$ cat src/rtl/io_uart_fifo.sv
// Memory-mapped 8N1 UART with TX/RX byte FIFOs, programmable divisor and level irq.
// Reads return one cycle after the strobe; a full FIFO drops the byte and raises a sticky flag.

module io_uart_sfifo #(
   parameter int DEPTH = 8,
   parameter int AW    = $clog2(DEPTH),
   parameter int CW    = AW + 1
) (
   input  logic          clk,
   input  logic          resetn,
   input  logic          push_i,
   input  logic [7:0]    push_dat_i,
   input  logic          pop_i,
   output logic [7:0]    head_dat_o,
   output logic [CW-1:0] count_o,
   output logic          full_o,
   output logic          empty_o,
   output logic          ovf_o
);
   logic [7:0]    mem_q [DEPTH];
   logic [AW-1:0] wp_q, rp_q;
   logic [CW-1:0] cnt_q;
   logic          do_push, do_pop;

   assign empty_o    = (cnt_q == '0);
   assign full_o     = (cnt_q == CW'(DEPTH));
   assign do_pop     = pop_i & !empty_o;
   // A pop in the same cycle frees the slot, so a push into a full FIFO still lands.
   assign do_push    = push_i & (!full_o | pop_i);
   assign ovf_o      = push_i & full_o & !pop_i;
   assign head_dat_o = mem_q[rp_q];
   assign count_o    = cnt_q;

   always_ff @(posedge clk) begin
      if (do_push) mem_q[wp_q] <= push_dat_i;
   end

   always_ff @(posedge clk or negedge resetn) begin
      if (!resetn) begin
         wp_q  <= '0;
         rp_q  <= '0;
         cnt_q <= '0;
      end else begin
         if (do_push) wp_q <= wp_q + AW'(1);
         if (do_pop)  rp_q <= rp_q + AW'(1);
         cnt_q <= cnt_q + CW'(do_push) - CW'(do_pop);
      end
   end
endmodule

module io_uart_fifo #(
   parameter int CLK_FREQ_HZ = 100000000,
   parameter int BAUD_RATE   = 115200,
   parameter int FIFO_DEPTH  = 8
) (
   input  logic        clk,
   input  logic        resetn,
   input  logic        sel,
   input  logic [1:0]  addr,
   input  logic [31:0] wdata,
   input  logic [3:0]  wmask,
   input  logic        rd_en,
   output logic [31:0] rdata,
   input  logic        RXD,
   output logic        TXD,
   output logic        irq
);
   localparam int          CW      = $clog2(FIFO_DEPTH) + 1;
   localparam logic [15:0] DIV_RST = 16'(CLK_FREQ_HZ / BAUD_RATE);

   typedef enum logic [1:0] {TX_IDLE, TX_START, TX_DATA, TX_STOP} tx_state_t;
   typedef enum logic [2:0] {RX_IDLE, RX_START, RX_DATA, RX_STOP, RX_WAIT_HIGH} rx_state_t;

   logic wr, rd, data_wr, status_wr, baud_wr, ctrl_wr, rx_pop;
   assign wr        = sel & (|wmask);
   assign rd        = sel & rd_en;
   assign data_wr   = wr & (addr == 2'd0);
   assign status_wr = wr & (addr == 2'd1);
   assign baud_wr   = wr & (addr == 2'd2);
   assign ctrl_wr   = wr & (addr == 2'd3);
   assign rx_pop    = rd & (addr == 2'd0);

   logic [15:0] wdata_unused;
   assign wdata_unused = wdata[31:16];

   logic [15:0] div_q;
   logic        rx_ie_q, tx_ie_q, rx_ovr_q, frame_err_q, tx_ovf_q, irq_q;
   logic        rx_ovr_d, frame_err_d, tx_ovf_d, irq_d;
   logic [31:0] rdata_q, rd_mux, status_w;

   // FIFOs
   logic          tx_pop, tx_full, tx_empty, tx_fifo_ovf;
   logic [7:0]    tx_head;
   logic [CW-1:0] tx_count_unused;
   logic          rx_push, rx_full, rx_empty, rx_fifo_ovf;
   logic [7:0]    rx_head;
   logic [CW-1:0] rx_count;

   io_uart_sfifo #(.DEPTH(FIFO_DEPTH)) u_tx_fifo (
      .clk(clk), .resetn(resetn), .push_i(data_wr), .push_dat_i(wdata[7:0]), .pop_i(tx_pop),
      .head_dat_o(tx_head), .count_o(tx_count_unused), .full_o(tx_full), .empty_o(tx_empty),
      .ovf_o(tx_fifo_ovf));

   logic [7:0] rx_sh_q, rx_sh_d;

   io_uart_sfifo #(.DEPTH(FIFO_DEPTH)) u_rx_fifo (
      .clk(clk), .resetn(resetn), .push_i(rx_push), .push_dat_i(rx_sh_q), .pop_i(rx_pop),
      .head_dat_o(rx_head), .count_o(rx_count), .full_o(rx_full), .empty_o(rx_empty),
      .ovf_o(rx_fifo_ovf));

   // TX state machine
   tx_state_t   tx_state_q, tx_state_d;
   logic [15:0] tx_cnt_q, tx_cnt_d, tx_div_q, tx_div_d;
   logic [2:0]  tx_bit_q, tx_bit_d;
   logic [7:0]  tx_sh_q, tx_sh_d;
   logic        txd_q, txd_d, tx_end, tx_busy;

   assign tx_end  = (tx_cnt_q == tx_div_q - 16'd1);
   assign tx_busy = (tx_state_q != TX_IDLE);

   always_comb begin
      tx_state_d = tx_state_q;
      tx_cnt_d   = tx_cnt_q;
      tx_bit_d   = tx_bit_q;
      tx_sh_d    = tx_sh_q;
      tx_div_d   = tx_div_q;
      tx_pop     = 1'b0;
      txd_d      = 1'b1;
      case (tx_state_q)
         TX_IDLE: if (!tx_empty) begin
            tx_pop = 1'b1; tx_sh_d = tx_head; tx_div_d = div_q; tx_cnt_d = '0; tx_state_d = TX_START;
         end
         TX_START: if (tx_end) begin
            tx_cnt_d = '0; tx_bit_d = '0; tx_state_d = TX_DATA;
         end else tx_cnt_d = tx_cnt_q + 16'd1;
         TX_DATA: if (tx_end) begin
            tx_cnt_d = '0; tx_sh_d = {1'b0, tx_sh_q[7:1]}; tx_bit_d = tx_bit_q + 3'd1;
            if (tx_bit_q == 3'd7) tx_state_d = TX_STOP;
         end else tx_cnt_d = tx_cnt_q + 16'd1;
         TX_STOP: if (tx_end) begin
            tx_cnt_d = '0;
            // Back-to-back frames: the next start bit follows the stop bit with no idle gap.
            if (!tx_empty) begin
               tx_pop = 1'b1; tx_sh_d = tx_head; tx_div_d = div_q; tx_state_d = TX_START;
            end else tx_state_d = TX_IDLE;
         end else tx_cnt_d = tx_cnt_q + 16'd1;
         default: tx_state_d = TX_IDLE;
      endcase
      case (tx_state_d)
         TX_START: txd_d = 1'b0;
         TX_DATA:  txd_d = tx_sh_d[0];
         default:  txd_d = 1'b1;
      endcase
   end

   always_ff @(posedge clk or negedge resetn) begin
      if (!resetn) begin
         tx_state_q <= TX_IDLE;
         tx_cnt_q   <= '0;
         tx_bit_q   <= '0;
         tx_sh_q    <= '0;
         tx_div_q   <= DIV_RST;
         txd_q      <= 1'b1;
      end else begin
         tx_state_q <= tx_state_d;
         tx_cnt_q   <= tx_cnt_d;
         tx_bit_q   <= tx_bit_d;
         tx_sh_q    <= tx_sh_d;
         tx_div_q   <= tx_div_d;
         txd_q      <= txd_d;
      end
   end

   // RX state machine
   rx_state_t   rx_state_q, rx_state_d;
   logic [15:0] rx_cnt_q, rx_cnt_d, rx_div_q, rx_div_d, rx_half;
   logic [2:0]  rx_bit_q, rx_bit_d;
   logic        sync1_q, sync2_q, rxs_prev_q, rx_end, frame_set;

   assign rx_end  = (rx_cnt_q == rx_div_q - 16'd1);
   assign rx_half = {1'b0, rx_div_q[15:1]};

   always_comb begin
      rx_state_d = rx_state_q;
      rx_cnt_d   = rx_cnt_q;
      rx_bit_d   = rx_bit_q;
      rx_sh_d    = rx_sh_q;
      rx_div_d   = rx_div_q;
      rx_push    = 1'b0;
      frame_set  = 1'b0;
      case (rx_state_q)
         RX_IDLE: if (rxs_prev_q && !sync2_q) begin
            rx_div_d = div_q; rx_cnt_d = '0; rx_state_d = RX_START;
         end
         RX_START: if (rx_cnt_q == rx_half - 16'd1) begin
            rx_cnt_d = '0; rx_bit_d = '0;
            rx_state_d = sync2_q ? RX_IDLE : RX_DATA;
         end else rx_cnt_d = rx_cnt_q + 16'd1;
         RX_DATA: if (rx_end) begin
            rx_cnt_d = '0; rx_sh_d = {sync2_q, rx_sh_q[7:1]}; rx_bit_d = rx_bit_q + 3'd1;
            if (rx_bit_q == 3'd7) rx_state_d = RX_STOP;
         end else rx_cnt_d = rx_cnt_q + 16'd1;
         RX_STOP: if (rx_end) begin
            rx_cnt_d = '0;
            if (sync2_q) begin
               rx_push = 1'b1; rx_state_d = RX_IDLE;
            end else begin
               frame_set = 1'b1; rx_state_d = RX_WAIT_HIGH;
            end
         end else rx_cnt_d = rx_cnt_q + 16'd1;
         RX_WAIT_HIGH: if (sync2_q) rx_state_d = RX_IDLE;
         default: rx_state_d = RX_IDLE;
      endcase
   end

   always_ff @(posedge clk or negedge resetn) begin
      if (!resetn) begin
         rx_state_q <= RX_IDLE;
         rx_cnt_q   <= '0;
         rx_bit_q   <= '0;
         rx_sh_q    <= '0;
         rx_div_q   <= DIV_RST;
         sync1_q    <= 1'b1;
         sync2_q    <= 1'b1;
         rxs_prev_q <= 1'b1;
      end else begin
         rx_state_q <= rx_state_d;
         rx_cnt_q   <= rx_cnt_d;
         rx_bit_q   <= rx_bit_d;
         rx_sh_q    <= rx_sh_d;
         rx_div_q   <= rx_div_d;
         sync1_q    <= RXD;
         sync2_q    <= sync1_q;
         rxs_prev_q <= sync2_q;
      end
   end

   // Sticky flags: a set event in the same cycle outranks the W1C clear.
   always_comb begin
      rx_ovr_d    = rx_fifo_ovf | (rx_ovr_q    & !(status_wr & wdata[5]));
      frame_err_d = frame_set   | (frame_err_q & !(status_wr & wdata[6]));
      tx_ovf_d    = tx_fifo_ovf | (tx_ovf_q    & !(status_wr & wdata[7]));
      irq_d       = (rx_ie_q & !rx_empty) | (tx_ie_q & tx_empty & !tx_busy);
      status_w    = {15'd0, 9'(rx_count), tx_ovf_q, frame_err_q, rx_ovr_q, rx_full, rx_empty,
                     tx_busy, tx_empty, tx_full};
      rd_mux      = '0;
      case (addr)
         2'd0:    rd_mux = rx_empty ? 32'd0 : {1'b1, 23'd0, rx_head};
         2'd1:    rd_mux = status_w;
         2'd2:    rd_mux = {16'd0, div_q};
         default: rd_mux = {30'd0, tx_ie_q, rx_ie_q};
      endcase
   end

   always_ff @(posedge clk or negedge resetn) begin
      if (!resetn) begin
         div_q       <= DIV_RST;
         rx_ie_q     <= 1'b0;
         tx_ie_q     <= 1'b0;
         rx_ovr_q    <= 1'b0;
         frame_err_q <= 1'b0;
         tx_ovf_q    <= 1'b0;
         irq_q       <= 1'b0;
         rdata_q     <= '0;
      end else begin
         if (baud_wr && (wdata[15:0] >= 16'd4)) div_q <= wdata[15:0];
         if (ctrl_wr) begin
            rx_ie_q <= wdata[0];
            tx_ie_q <= wdata[1];
         end
         rx_ovr_q    <= rx_ovr_d;
         frame_err_q <= frame_err_d;
         tx_ovf_q    <= tx_ovf_d;
         irq_q       <= irq_d;
         rdata_q     <= rd ? rd_mux : 32'd0;
      end
   end

   assign rdata = rdata_q;
   assign TXD   = txd_q;
   assign irq   = irq_q;
endmodule

$ cat config.mk
export PLATFORM = sky130hd
export DESIGN_NAME = io_uart_fifo
export DESIGN_NICKNAME = d
export VERILOG_FILES = /design/src/rtl/io_uart_fifo.sv
export SDC_FILE = /design/constraint.sdc
export NUM_CORES = 1
export LEC_CHECK = 0
export ABC_AREA = 1
export BUFFER_PORTS_ARGS = -buffer_cell sky130_fd_sc_hd__buf_2
export CAP_MARGIN = 30
export CORE_MARGIN = 2
export CORE_UTILIZATION = 56
export CTS_CLUSTER_SIZE = 28
export DETAILED_ROUTE_END_ITERATION = 8
export GPL_TIMING_DRIVEN = 0
export PLACE_DENSITY = 0.77
export SETUP_SLACK_MARGIN = 0.4
export SLEW_MARGIN = 20
export SYNTH_ARGS = -nofsm -noshare
export SYNTH_HDL_FRONTEND = slang
export SYNTH_SLANG_ARGS = --single-unit
$ cat constraint.sdc
create_clock -name clk -period 2.8 [get_ports clk]
set_input_delay 0.42 -clock clk [delete_from_list [all_inputs] [get_ports clk]]
set_output_delay 0.42 -clock clk [all_outputs]
set_load 0.02 [all_outputs]
After elaboration in Yosys (flattened, before gate mapping) --
Memory sizes are Yosys's and may differ from the RTL's. Index checks and enable logic that the tools add are counted.
Cells by class: order comparisons 1, equal/unequal tests 29, add/sub/neg operators 15, muxes and demuxes 53, bitwise operators 30, reductions and logical operators 35
Operator list (count):
- 16-bit 2-to-1 mux | 7
- 32-bit one-hot mux with 3 select lines | 1
- 32-bit 2-to-1 mux | 2
- 16-bit one-hot mux with 2 select lines | 2
- 16-bit equality test | 3
- 16-bit one-hot mux with 3 select lines | 1
- 3-bit 2-to-1 mux | 11
- 16-bit by 1-bit adder with 16-bit output (second input constant) | 2
- 16-bit by 1-bit subtractor with 16-bit output (second input constant) | 2
- 1-bit bitwise AND | 24
- 8-bit 2-to-1 mux | 3
- 8-bit one-hot mux with 3 select lines | 1
- 2-bit != test (second input constant) | 10
- 3-bit by 1-bit adder with 3-bit output (second input constant) | 6
- 16-bit by 3-bit greater-or-equal comparator with 1-bit output (second input constant) | 1
- 15-bit by 1-bit subtractor with 16-bit output (second input constant) | 1
- 3-bit one-hot mux with 5 select lines | 1
- 1-bit 2-to-1 mux | 13
- 2-bit 2-to-1 mux | 6
- 3-bit one-hot mux with 2 select lines | 2
- 1-bit zero test | 11
- 2-bit equality test (second input constant) | 5
- 3-bit equality test (second input constant) | 3
- 3-bit AND reduction | 3
- 20 further kinds | 42
Storage, ports and cells: memories kept 2, bits in writable memories 128, register bits 169, output and inout port bits 34
Memory list:
- u_rx_fifo.mem_q | words 8, width 8, read ports 1, clocked after memory_dff 0, wr ports 1, RTL line 20 | logic [7:0] mem_q [DEPTH];
- u_tx_fifo.mem_q | words 8, width 8, read ports 1, clocked after memory_dff 0, wr ports 1, RTL line 20

Depth between registers and ports, before layout --
depth in word-level cells 8, gate-level depth with buffers 22, mapped depth without buffers 22

Modules after synthesis --
A second synthesis with hierarchy kept.
Second synthesis, totals: cells, all modules 1802, area, all modules 15289.7 µm²
Modules (own cells, without submodules):
- io_uart_fifo | area an instance 8271.7 µm², cells each 1086, times used 1, sequential area each 3377.0 µm²
- io_uart_sfifo at u_tx_fifo | area an instance 3510.9 µm², cells each 358, times used 1, sequential area each 2172.1 µm²
- io_uart_sfifo at u_rx_fifo | area an instance 3507.1 µm², cells each 358, times used 1, sequential area each 2172.1 µm²

Least setup slack after synthesis --
No wires, ideal clock.
path type register -> register, start reg tx_div_q[0], end reg u_tx_fifo.cnt_q[2] (netlist: u_tx_fifo.count_o[2]), arrival time 2811 ps, required time 2677 ps, buffers on the path 0, library setup time 123 ps, path slack -133 ps, cell stages (with the launch flop) 21, period minus slack after synthesis 2933 ps, cell sequence dfrtp_1 > inv_2 > ha_1 > nand2_1 > nor2_1 > nand3_1 > nand2_1 > nand2_1 > nor2_2 > nand2_2 > nor2_4 > nand3_2 > nand2_4 > nand2_4 > inv_1 > ha_1 > inv_1 > ha_1 > inv_1 > fa_1 > xnor2_1
Between the ends: elaborated cells between the ends (all ways) 9, classes of those cells add/sub: 3; eq/ne: 1; mux: 2; bitwise: 3
RTL lines:
- start, declared | RTL line 113 | logic [15:0] tx_cnt_q, tx_cnt_d, tx_div_q, tx_div_d;
- start signal, assigned | RTL line 169 | tx_div_q <= tx_div_d;
- 16-bit by 1-bit subtractor with 16-bit output | RTL line 118 | assign tx_end = (tx_cnt_q == tx_div_q - 16'd1);
- 16-bit equality test | RTL line 118
- 1-bit 2-to-1 mux | RTL line 140 | TX_STOP: if (tx_end) begin
- 1-bit one-hot mux with 2 select lines | RTL line 129 | case (tx_state_q)
- 1-bit bitwise AND | RTL line 27 | assign do_pop = pop_i & !empty_o;
- net u_tx_fifo.do_pop | RTL line 23 | logic do_push, do_pop;
- 4-bit by 1-bit subtractor with 4-bit output | RTL line 46 | cnt_q <= cnt_q + CW'(do_push) - CW'(do_pop);
- end signal, assigned | RTL line 46
- end, declared | RTL line 22 | logic [CW-1:0] cnt_q;
The timed path passes the listed nets, and every way through them passes these cells. A chain may end at the register's enable or synchronous reset.

Final worst setup path --
start reg rx_div_q[7], end reg u_rx_fifo.cnt_q[1] (netlist: u_rx_fifo.count_o[1])
Between the ends: word-level cells in the longest chain between the ends 7
RTL lines:
- start, declared | RTL line 176 | logic [15:0] rx_cnt_q, rx_cnt_d, rx_div_q, rx_div_d, rx_half;
- start signal, assigned | RTL line 231 | rx_div_q <= rx_div_d;
- 16-bit by 1-bit subtractor with 16-bit output | RTL line 180 | assign rx_end = (rx_cnt_q == rx_div_q - 16'd1);
- 16-bit equality test | RTL line 180
- 1-bit 2-to-1 mux | RTL line 203 | RX_STOP: if (rx_end) begin
- 1-bit 2-to-1 mux | RTL line 191 | case (rx_state_q)
- 1-bit bitwise AND | RTL line 29 | assign do_push = push_i & (!full_o | pop_i);
- net u_rx_fifo.do_push | RTL line 23
- 4-bit by 1-bit adder with 4-bit output | RTL line 46
- 4-bit by 1-bit subtractor with 4-bit output | RTL line 46
- end signal, assigned | RTL line 46
- end, declared | RTL line 22
The timed path passes the listed nets, and every way through them passes these cells.

==> impl_results.md <==
- Status: finished with violations
- Violated checks: negative setup slack
- Post-Syn Instances: 1541
- WS Path Type: register to register
- IO Pins: 77
- Delay-heaviest family, CP: simple AND/OR/NAND/NOR gates
- Vias per cell: 5.64
- Lkg Pwr: 7.53 nW
- Fin crit period: 3.05 ns
- Initial antenna violation count: 0
- Area of the core: 25200 µm²
- DRC: 0
- Seq. cell area: 7720 µm²
- Final nets: 1788
- Ys Warns: 0
- Worst skew pair latency: 0.55 ns
- CTS tree: built
- Row count: 58
- Placed cell area: 15300 µm²
- Commonest non-fill, non-tap cell in the layout: nand2_1
- Fillers: 1784
- First-pass GRT wire length: 58200 µm
- Layout cells sized above 1: 0.232
- Worst Hold Class: input pin to register
- Max-cap viol count: 0
- Multi-input logic area: 6440 µm²
- H-tree depth: 1
- Measured slew at the worst slew-check pin: 0.771 ns
- Clock sinks: 282
- Antenna cell count: 0
- Syn-to-layout area delta: 22.4%
- Largest net degree at the start of global routing: 83
- Clock root cell: clkbuf_16
- Sequential area share after synthesis: 0.538
- Antenna-violating nets left: 0
- Vias: 11700
- Vias in the first global route: 11300
- All-layer global routing usage: 0.276
- Critical Path Slowest Stage Cell: fa_2
- Final GP Congestion: 0.935
- Slew Limit Headroom: 0.480
- Slew Limit Fails: 0
- Synth unique cells: 57
- TritonCTS Buffers: 30
- Hold Vio Cnt, Final: 0
- CP bufs+invs: 3
- #FFs+latches synth: 282
- Max Freq: 328 MHz
- Initial Utilization: 0.570
- Power Density: 980 nW/µm²
- Worst path max stage delay: 0.53 ns
- Syn avg cell area: 9.31 µm²
- Wire length per cell: 18.1 µm
- Setup repair after global routing missed its margin: yes
- Most frequent cells in the layout: 278 x nand2_1, 156 x nor2_1, 132 x dfrtp_1, 130 x inv_1, 128 x edfxtp_1
- Setup crit start kind: register
- Routed wire length: 37300 µm
- Die Y: 164 µm
- Worst Hold Slack: 0.166 ns
- Design area: 17600 µm²
- Worst Path Required: 3.25 ns
- Final period util: 1.09
- Peak VDD IR: 0.665 mV
- Final Skew: 0.0202 ns
- Critical Path Fanout Max: 6
- CP Data Arrival Time: 3.50 ns
- Hpwl dp: 25100 µm
- Worst Setup End Kind: register
- Max clock buf depth: 3
- Post-Syn Area: 14300 µm²
- Clk slew on worst S/H paths: 0.06 ns
- Pre-antenna DRT Iters: 6
- # port buffers: 45
- Die X: 164 µm
- Grt total ovfl: 0
- DR iter-0 viols: 1242
- Worst-path cell chain: clkbuf_2, nor2_1, nand2_1, nor2_1, nand3_1, nor2_2, xnor2_1, nand3_1, nor2_2, nand3_2, nor2_4, nand2_2, nor2_4, ha_4, inv_2, fa_2, inv_2
- Final WS setup: -0.248 ns
- Die Footprint: 26900 µm²
- Final setup viols: 128
-- synthesized netlist by cell type, drive strengths merged --
cell type / count / share of area
nor4: 4 / 0.0026
nand3: 75 / 0.027
clkbuf: 40 / 0.011
dfstp: 19 / 0.035
nand4: 18 / 0.0078
nor3b: 3 / 0.0019
nor2: 207 / 0.062
o211ai: 8 / 0.0042
o31ai: 2 / 0.0010
o221ai: 25 / 0.015
nand3b: 2 / 0.0010
a21o: 1 / 0.00052
edfxtp: 128 / 0.27
o41ai: 1 / 0.00061
nor3: 26 / 0.0098
buf: 24 / 0.011
o21ai: 144 / 0.053
mux2: 1 / 0.00078
mux2i: 11 / 0.0077
conb: 1 / 0.00026
or2: 11 / 0.0048
and3: 1 / 0.00044
fa: 2 / 0.0028
clkinv: 2 / 0.00087
xor2: 59 / 0.036
nand2: 315 / 0.087
and2: 1 / 0.00044
inv: 153 / 0.040
dfrtp: 135 / 0.24
ha: 32 / 0.028
a22oi: 3 / 0.0016
a21oi: 34 / 0.012
o21a: 1 / 0.00052
xnor2: 33 / 0.020
o2111ai: 1 / 0.00061
o32ai: 5 / 0.0031
o22ai: 4 / 0.0017
a22o: 3 / 0.0018
a31oi: 6 / 0.0026
-- worst reg2reg max path, cell delays in order (launching register included) --
cell      delay, ns
dfrtp_1        0.36
clkbuf_2       0.18
nor2_1         0.16
nand2_1        0.11
nor2_1         0.14
nand3_1        0.18
nor2_2         0.16
xnor2_1        0.16
nand3_1        0.12
nor2_2         0.13
nand3_2        0.12
nor2_4         0.17
nand2_2        0.09
nor2_4         0.15
ha_4           0.16
inv_2          0.04
fa_2           0.53
inv_2          0.03
-- timing repair --
action | CTS | global route
gates resized for setup | 80 | 83
hold buffers | 2 | 0
setup endpoints to repair | 216 | 217
buffers inserted | 60 | 13
cloned | 0 | 1
pin swaps | 47 | 41
hold endpoints to repair | 67 | 0
-- stage by stage --
step | cells | TNS [ns] | setup slack [ns] | util | power, mW
2_1_floorplan | 1555 | 0 | 0.00284 | - | 10.2
3_3_place_gp | 1930 | -187.20 | -0.989 | 0.604 | 11.5
6_report | 2065 | -15.16 | -0.248 | 0.698 | 17.2
3_5_place_dp | 1932 | -64.69 | -0.722 | 0.606 | 11.8
5_1_grt | 2065 | -30.82 | -0.352 | 0.698 | 18.2
4_1_cts | 2050 | -1.53 | -0.150 | 0.681 | 16.4
-- where the power goes --
group | internal, mW | switching, mW | leakage, nW | total [mW]
registers | 5.00 | 0.718 | 3.12 | 5.72
clock network | 2.23 | 1.67 | 0.490 | 3.90
logic | 2.89 | 4.71 | 3.92 | 7.60
total | 10.1 | 7.10 | 7.53 | 17.2
-- final cells by class --
type | instances | share of cell area
inverters | 155 | 0.0344
repair buffers | 124 | 0.0607
clock buffers | 40 | 0.0504
well taps | 330 | 0.0235
clock inverters | 16 | 0.00570
multi-input cells | 1054 | 0.366
flip-flops and latches | 282 | 0.440
plain buffers | 64 | 0.0192
-- layer usage --
metal | share of wire | up-vias | GRT usage | routed length (µm)
met5 | 0 | - | 0 | 0
met4 | 0.038 | 0 | 0.0977 | 1420
met3 | 0.081 | 113 | 0.0427 | 3010
met2 | 0.48 | 534 | 0.460 | 17900
met1 | 0.40 | 5569 | 0.369 | 15000
li1 | - | 5438 | - | -
-- cells by family after synthesis --
kind of cell | Yosys count | synth area share
xor gates and xnor gates | 92 | 0.0562
buffers and inverters | 219 | 0.0630
other | 1 | 0.000261
adders and majority gates | 34 | 0.0307
muxes | 12 | 0.00846
and+or+nand+nor | 663 | 0.205
DFF | 282 | 0.538
AOI/OAI and AO/OA | 238 | 0.0985
-- flip-flops by register name (all words and copies together) (netlist names), 2 cells and up --
signal / count
u_tx_fifo.count_o: 4
rx_cnt_q: 16
rx_sh_q: 8
rdata: 17
u_rx_fifo.mem_q: 64
u_rx_fifo.wp_q: 3
tx_bit_q: 3
u_tx_fifo.rp_q: 3
u_tx_fifo.mem_q: 64
tx_sh_q: 8
rx_state_q: 3
div_q: 16
u_rx_fifo.rp_q: 3
tx_state_q: 2
tx_div_q: 16
u_tx_fifo.wp_q: 3
rx_bit_q: 3
rx_div_q: 16
u_rx_fifo.count_o: 4
tx_cnt_q: 16
-- worst paths after layout --
kind	end	cells past startpoint	from	slack (ns)
max reg2reg	u_rx_fifo.count_o[1]	17	rx_div_q[7]	-0.25
min in group asynchronous	tx_sh_q[7]	2	resetn	0.40
max in group asynchronous	sync2_q	3	resetn	1.52
min	u_tx_fifo.mem_q[2][7]	1	wdata[7]	0.17
max	u_rx_fifo.count_o[1]	17	rx_div_q[7]	-0.25
min reg2reg	sync2_q	0	sync1_q	0.36
Power figures use the tool's default switching activity.
